==> src/rtl/dmem_arbiter.sv <==
// dmem_arbiter: round-robin arbiter and sequencer in front of the shared data
// memory. It accepts one request at a time from m0 (core) or m1 (debug/DMA),
// rejects illegal accesses without touching memory, and drives the memory
// for exactly one cycle per legal access. The response is returned, tagged,
// to the port that issued the request.
module dmem_arbiter #(
  parameter int DATA_WIDTH    = 32,
  parameter int MEM_ADDR_SIZE = 8
) (
  input  logic                  clk,
  input  logic                  rstn,

  input  logic                  m0_req_valid,
  output logic                  m0_req_ready,
  input  logic                  m0_req_we,
  input  logic [1:0]            m0_req_maskmode,
  input  logic                  m0_req_sext,
  input  logic [DATA_WIDTH-1:0] m0_req_addr,
  input  logic [DATA_WIDTH-1:0] m0_req_wdata,
  output logic                  m0_rsp_valid,
  input  logic                  m0_rsp_ready,
  output logic [DATA_WIDTH-1:0] m0_rsp_rdata,
  output logic                  m0_rsp_err,

  input  logic                  m1_req_valid,
  output logic                  m1_req_ready,
  input  logic                  m1_req_we,
  input  logic [1:0]            m1_req_maskmode,
  input  logic                  m1_req_sext,
  input  logic [DATA_WIDTH-1:0] m1_req_addr,
  input  logic [DATA_WIDTH-1:0] m1_req_wdata,
  output logic                  m1_rsp_valid,
  input  logic                  m1_rsp_ready,
  output logic [DATA_WIDTH-1:0] m1_rsp_rdata,
  output logic                  m1_rsp_err,

  output logic                  dm_mem_write,
  output logic                  dm_mem_read,
  output logic [1:0]            dm_maskmode,
  output logic                  dm_sext,
  output logic [DATA_WIDTH-1:0] dm_address,
  output logic [DATA_WIDTH-1:0] dm_write_data,
  input  logic [DATA_WIDTH-1:0] dm_read_data
);

  typedef enum logic [1:0] {IDLE, ACCESS, RESP} state_t;

  state_t                  state;
  logic                    last_grant;
  logic                    req_id_r;
  logic                    req_we_r;
  logic                    rsp_valid_r;
  logic                    rsp_err_r;
  logic [DATA_WIDTH-1:0]   rsp_rdata_r;

  logic                    grant_valid;
  logic                    grant_id;
  logic                    g_we;
  logic [1:0]              g_maskmode;
  logic                    g_sext;
  logic [DATA_WIDTH-1:0]   g_addr;
  logic [DATA_WIDTH-1:0]   g_wdata;
  logic                    own_rsp_ready;

  // An access is legal when the size is defined, the address is naturally
  // aligned for that size, and it falls inside the memory.
  function automatic logic req_legal(input logic [1:0] mm,
                                     input logic [DATA_WIDTH-1:0] a);
    logic ok;
    ok = ((a >> (MEM_ADDR_SIZE + 2)) == '0);
    case (mm)
      2'b00:   ok = ok;
      2'b01:   if (a[0]) ok = 1'b0;
      2'b10:   if (a[1:0] != 2'b00) ok = 1'b0;
      default: ok = 1'b0;
    endcase
    return ok;
  endfunction

  // Round-robin grant: a lone requester wins, a tie goes to the port that
  // was not served last.
  always_comb begin
    grant_valid = m0_req_valid | m1_req_valid;
    if (m0_req_valid && m1_req_valid) grant_id = ~last_grant;
    else                              grant_id = m1_req_valid;
    g_we       = grant_id ? m1_req_we       : m0_req_we;
    g_maskmode = grant_id ? m1_req_maskmode : m0_req_maskmode;
    g_sext     = grant_id ? m1_req_sext     : m0_req_sext;
    g_addr     = grant_id ? m1_req_addr     : m0_req_addr;
    g_wdata    = grant_id ? m1_req_wdata    : m0_req_wdata;
    own_rsp_ready = req_id_r ? m1_rsp_ready : m0_rsp_ready;
  end

  // Ready is offered only in IDLE and only to the granted port; it is held
  // low while reset is asserted.
  assign m0_req_ready = rstn && (state == IDLE) && grant_valid && !grant_id;
  assign m1_req_ready = rstn && (state == IDLE) && grant_valid &&  grant_id;

  // The response is steered to the owning port; the other port sees zeros.
  assign m0_rsp_valid = rsp_valid_r & ~req_id_r;
  assign m1_rsp_valid = rsp_valid_r &  req_id_r;
  assign m0_rsp_err   = rsp_err_r   & ~req_id_r;
  assign m1_rsp_err   = rsp_err_r   &  req_id_r;
  assign m0_rsp_rdata = req_id_r ? '0 : rsp_rdata_r;
  assign m1_rsp_rdata = req_id_r ? rsp_rdata_r : '0;

  // Sequencer: accept, access memory for one cycle, then hold the response
  // until the owner consumes it. Memory controls are registered and exist
  // only in ACCESS; reset drops them at once so a pending store never commits.
  always_ff @(posedge clk or negedge rstn) begin
    if (!rstn) begin
      state         <= IDLE;
      last_grant    <= 1'b1;
      req_id_r      <= 1'b0;
      req_we_r      <= 1'b0;
      rsp_valid_r   <= 1'b0;
      rsp_err_r     <= 1'b0;
      rsp_rdata_r   <= '0;
      dm_mem_write  <= 1'b0;
      dm_mem_read   <= 1'b0;
      dm_maskmode   <= 2'b00;
      dm_sext       <= 1'b0;
      dm_address    <= '0;
      dm_write_data <= '0;
    end else begin
      case (state)
        IDLE: begin
          if (grant_valid) begin
            req_id_r   <= grant_id;
            req_we_r   <= g_we;
            last_grant <= grant_id;
            if (req_legal(g_maskmode, g_addr)) begin
              state         <= ACCESS;
              dm_mem_write  <= g_we;
              dm_mem_read   <= ~g_we;
              dm_maskmode   <= g_maskmode;
              dm_sext       <= g_sext;
              dm_address    <= g_addr;
              dm_write_data <= g_wdata;
            end else begin
              state       <= RESP;
              rsp_valid_r <= 1'b1;
              rsp_err_r   <= 1'b1;
              rsp_rdata_r <= '0;
            end
          end
        end
        ACCESS: begin
          state         <= RESP;
          rsp_valid_r   <= 1'b1;
          rsp_err_r     <= 1'b0;
          rsp_rdata_r   <= req_we_r ? '0 : dm_read_data;
          dm_mem_write  <= 1'b0;
          dm_mem_read   <= 1'b0;
          dm_maskmode   <= 2'b00;
          dm_sext       <= 1'b0;
          dm_address    <= '0;
          dm_write_data <= '0;
        end
        RESP: begin
          if (own_rsp_ready) begin
            state       <= IDLE;
            rsp_valid_r <= 1'b0;
            rsp_err_r   <= 1'b0;
            rsp_rdata_r <= '0;
          end
        end
        default: state <= IDLE;
      endcase
    end
  end

endmodule

==> config.mk <==
export PLATFORM = sky130hd
export DESIGN_NAME = dmem_arbiter
export DESIGN_NICKNAME = d
export VERILOG_FILES = /design/src/rtl/dmem_arbiter.sv
export SDC_FILE = /design/constraint.sdc
export NUM_CORES = 1
export LEC_CHECK = 0
export ABC_AREA = 1
export CAP_MARGIN = 40
export CORE_MARGIN = 2
export CORE_UTILIZATION = 41
export CTS_CLUSTER_SIZE = 30
export DETAILED_ROUTE_END_ITERATION = 10
export PLACE_DENSITY_LB_ADDON = 0.2
export SETUP_SLACK_MARGIN = 0.15
export SLEW_MARGIN = 20
export SYNTH_ARGS = -nofsm -noshare
export SYNTH_HDL_FRONTEND = slang
export SYNTH_SLANG_ARGS = --single-unit
==> constraint.sdc <==
create_clock -name clk -period 2.25 [get_ports clk]
set_input_delay 0.45 -clock clk [delete_from_list [all_inputs] [get_ports clk]]
set_output_delay 0.45 -clock clk [all_outputs]
set_load 0.01 [all_outputs]
==> impl_summary.log <==
[metrics] status: finished with violations
[metrics] violated checks: setup timing
[metrics] count of placed standard cells including taps: between 1000 and 1500
[metrics] Synth Cell Area: between 0.006 and 0.007 mm²
[metrics] I/O pin count: roughly 310
[metrics] initial standard-cell utilization of the core: 0.415
[metrics] Worst-Margin Slew: around 0.62 ns
[metrics] sequential share of the synthesized area: 0.434
[metrics] number of vias per cell: around 5
[metrics] die footprint: 0.0162 mm²
[metrics] total design power: 7.17 mW
[metrics] # fillers: between 900 and 1000
[metrics] fraction of the cycle the final worst path needs: 1.04
[metrics] total count of hold-check failures in the final report: 0
[metrics] cell at the slowest stage of the critical path: sky130_fd_sc_hd__dlygate4sd2_1
[metrics] final non-filler cell total: about 1500
[metrics] Cell variety after synth: 24
[metrics] area growth from synthesis to layout: 93.5%
[metrics] Gate Count Post-Synth: ~950
[metrics] largest net degree at the start of global routing: 63
[metrics] row count: 45
[metrics] clock tree from TritonCTS: yes
[metrics] die span in y: about 130 µm
[metrics] unrepaired setup endpoints after global routing: true
[metrics] CP max FO: 8
[metrics] count of synthesis-stage warnings from yosys: 0
[metrics] Clock Skews: 0.0105 ns
[metrics] class of the tightest hold or removal check: input port to asynchronous set/reset pin
[metrics] GRT Total Usage: 0.279
[metrics] initial DRC count: roughly 540
[metrics] category of the most critical setup path: input port to flip-flop
[metrics] leading post-synthesis cells by cell area: sky130_fd_sc_hd__dfrtp_1, sky130_fd_sc_hd__nand2_1, sky130_fd_sc_hd__inv_1
[metrics] upper clock frequency limit: between 400 and 500 MHz
[metrics] Slew Limit Fails: 0
[metrics] kind of start point of the critical path: input port
[metrics] Routed WL per cell: 16.5 µm
[metrics] global-route wire length before repair: roughly 36000 µm
[metrics] dominant register cell in the synthesized netlist: sky130_fd_sc_hd__dfrtp_1
[metrics] number of optimization iterations in the first detailed-route pass: 5
[metrics] metal2 WL: around 13000 µm
[metrics] reg-to-reg setup timing slack: -0.09 ns
[metrics] worst hold margin: around 0.21 ns
[metrics] Crit path arrival time: ~2.6 ns
[metrics] largest voltage drop on the vdd net: ~0.44 mV
[metrics] CTS H-tree depth: 3
[metrics] placeable core region: ~0.015 mm²
[metrics] leftover overflow at the end of global routing: 0
[metrics] most numerous cell types in the synthesized netlist: sky130_fd_sc_hd__nand2_1, sky130_fd_sc_hd__inv_1, sky130_fd_sc_hd__dfrtp_1, sky130_fd_sc_hd__nor2_1, sky130_fd_sc_hd__nand3_1
[metrics] die width: 127 µm
[metrics] clock buffer depth: 2
[metrics] area of all sequential standard cells: ~0.0027 mm²
[metrics] leakage power: around 6.9 nW
[metrics] number of antenna repair diodes: 0
[metrics] Placer Congestion: about 0.88
[metrics] number of buffers created by CTS: 9
[metrics] worst max-slew margin expressed relative to the limit: 0.584
[metrics] number of maximum-capacitance constraint violations: 0
[metrics] post-synthesis area per instance: ~6.6 µm²
[metrics] final setup vio count: 58
[metrics] antenna violations before repair: 0
[metrics] buffers added on ports: approximately 310
[metrics] pre-CTS setup slack: -0.405 ns
[metrics] routed wire length: 25100 µm
[metrics] cell type with the highest aggregate area in the netlist: sky130_fd_sc_hd__dfrtp_1
[metrics] synthesized flop and latch total: about 110
[metrics] setup ws final: -0.0914 ns
[metrics] placed wire-length estimate: approximately 14000 µm
[metrics] Met1 Routed Length: 9540 µm
[metrics] category of the worst setup path capture point: flip-flop
[metrics] fraction of post-synthesis cell area in the top cell type by area: 0.430
[metrics] clock latency on the worst-skew pair: between 0.3 and 0.4 ns
[metrics] detailed route wirelength on metal3: 1670 µm
[metrics] Antenna Nets Post-Route: 0
[metrics] area occupied by multi-input gates: 0.00347 mm²
[metrics] Post-synth EDFFs: 0
[metrics] master cell of the clock root buffer: sky130_fd_sc_hd__clkbuf_16
[metrics] cell type group with the largest total delay on the critical path: simple AND/OR/NAND/NOR gates
[metrics] fraction of final layout cells sized beyond drive strength 1: 0.246
[metrics] layout net count: roughly 1500
[metrics] sink count of the clock tree: around 110
[metrics] buffers and inverters on the worst path: 6
[metrics] number of remaining DRC errors: 0
[metrics] clock-pin transition on the worst setup and hold timing paths: 0.08 ns
[metrics] Post-synth ARST share: 1.00
[metrics] vias in the first global route: approximately 6900
[metrics] total power density per cell area: slightly below 600 mW/mm²
[metrics] Mapped Nets: ~1100
[metrics] highest metal layer with signal wires: met4
[metrics] cells along the critical path: dlygate4sd2_1 -> nand2_4 -> nand2_8 -> buf_16 -> buf_4 -> nand2_1 -> nand2_1 -> nor2_1 -> nand3_1 -> nor2_4 -> buf_6 -> nand3_4 -> buf_12 -> buf_16 -> nand3_1 -> nand2_2
[metrics] Final min period: between 2 and 2.5 ns
[metrics] CTS Hold Bufs: 0
[metrics] total number of vias: between 7000 and 8000
[metrics] count leader, synth: sky130_fd_sc_hd__nand2_1
[metrics] slowest cell delay on critical path: roughly 0.29 ns
[metrics] data required time of the worst path: around 2.5 ns
[placed cells by master, fill, tap and decap left out, types with 2 or more instances in the layout]
master and count:
sky130_fd_sc_hd__nand3b_1 17, sky130_fd_sc_hd__buf_12 19, sky130_fd_sc_hd__buf_8 5, sky130_fd_sc_hd__buf_4 47, sky130_fd_sc_hd__clkinv_4 2, sky130_fd_sc_hd__clkdlybuf4s50_1 239
sky130_fd_sc_hd__nor2_1 80, sky130_fd_sc_hd__dlygate4sd2_1 13, sky130_fd_sc_hd__o21ai_0 3, sky130_fd_sc_hd__nor2_4 10, sky130_fd_sc_hd__nand2_1 259, sky130_fd_sc_hd__ha_2 2
sky130_fd_sc_hd__nand2_8 3, sky130_fd_sc_hd__clkbuf_16 19, sky130_fd_sc_hd__dlymetal6s2s_1 31, sky130_fd_sc_hd__ha_1 2, sky130_fd_sc_hd__buf_6 13, sky130_fd_sc_hd__nand2_4 29
sky130_fd_sc_hd__buf_2 2, sky130_fd_sc_hd__nand3_1 55, sky130_fd_sc_hd__inv_1 153, sky130_fd_sc_hd__dfrtp_1 106, sky130_fd_sc_hd__nand3_2 28, sky130_fd_sc_hd__clkbuf_2 24
sky130_fd_sc_hd__nand2_2 67, sky130_fd_sc_hd__buf_16 17, sky130_fd_sc_hd__inv_6 2, sky130_fd_sc_hd__nor2_2 18, sky130_fd_sc_hd__a21oi_1 44, sky130_fd_sc_hd__nand3_4 8
[flip-flops by register name, summed over array words and instances (netlist names), 2 cells and up]
signal	flops
dm_maskmode	2
rsp_rdata_r	32
state	2
dm_write_data	32
dm_address	32
[cells by family (layout without fill, tap and decap cells)]
logic type / count (synthesis) / after routing / synth area share
AOI/OAI and AO/OA: 50 / 50 / 0.0403
adders and majority gates: 4 / 4 / 0.00803
and+or+nand+nor: 576 / 576 / 0.381
DFF: 108 / 108 / 0.434
buffers and inverters: 213 / 594 / 0.137
[final cells by class]
type | instances | share of cell area
clock inverters | 7 | 0.00768
clock buffers | 9 | 0.0187
multi-input cells | 630 | 0.287
repair buffers | 423 | 0.394
flip-flops and latches | 108 | 0.224
well taps | 188 | 0.0195
inverters | 155 | 0.0485
[where the power goes]
part	leakage, nW	switching (mW)	total [mW]	internal, mW
sequential	1.40	0.113	2.18	2.07
clock	0.155	0.826	1.72	0.895
combinational	5.34	1.55	3.26	1.72
[metal layers]
layer  up-vias  global-route usage
li1       3597                   -
met1      3519               0.331
met2       313               0.493
met3        56              0.0599
met4         0               0.112
met5         -                   0
[stage by stage]
stage / instance area (µm²) / TNS, ns / util
floorplan: 6230 / 0 / -
global placement: 9700 / -31.92 / 0.645
detailed placement: 9700 / -37.02 / 0.645
CTS: 11000 / -0.0844 / 0.734
global route: 12100 / -13.59 / 0.802
finish: 12100 / -1.95 / 0.802
[repair_timing]
action,CTS,global route
setup buffers,20,23
resized for setup,166,220
endpoints found under the setup margin,172,162
pin swaps,35,47
hold endpoints to repair,0,0
gates cloned,17,12
[worst paths after layout]
check | from | to | cells past startpoint
min reg2reg | last_grant$_DFFE_PN1P_ | last_grant$_DFFE_PN1P_ | 2
max in group asynchronous | rstn | rsp_rdata_r[21]$_DFFE_PN0P_ | 4
max | m0_req_valid | rsp_rdata_r[28]$_DFFE_PN0P_ | 16
min | rstn | dm_maskmode[0]$_DFFE_PN0P_ | 2
min in group clk | last_grant$_DFFE_PN1P_ | last_grant$_DFFE_PN1P_ | 2
max reg2reg | last_grant$_DFFE_PN1P_ | rsp_rdata_r[28]$_DFFE_PN0P_ | 15
No activity file was read; power rests on OpenSTA's default activity.
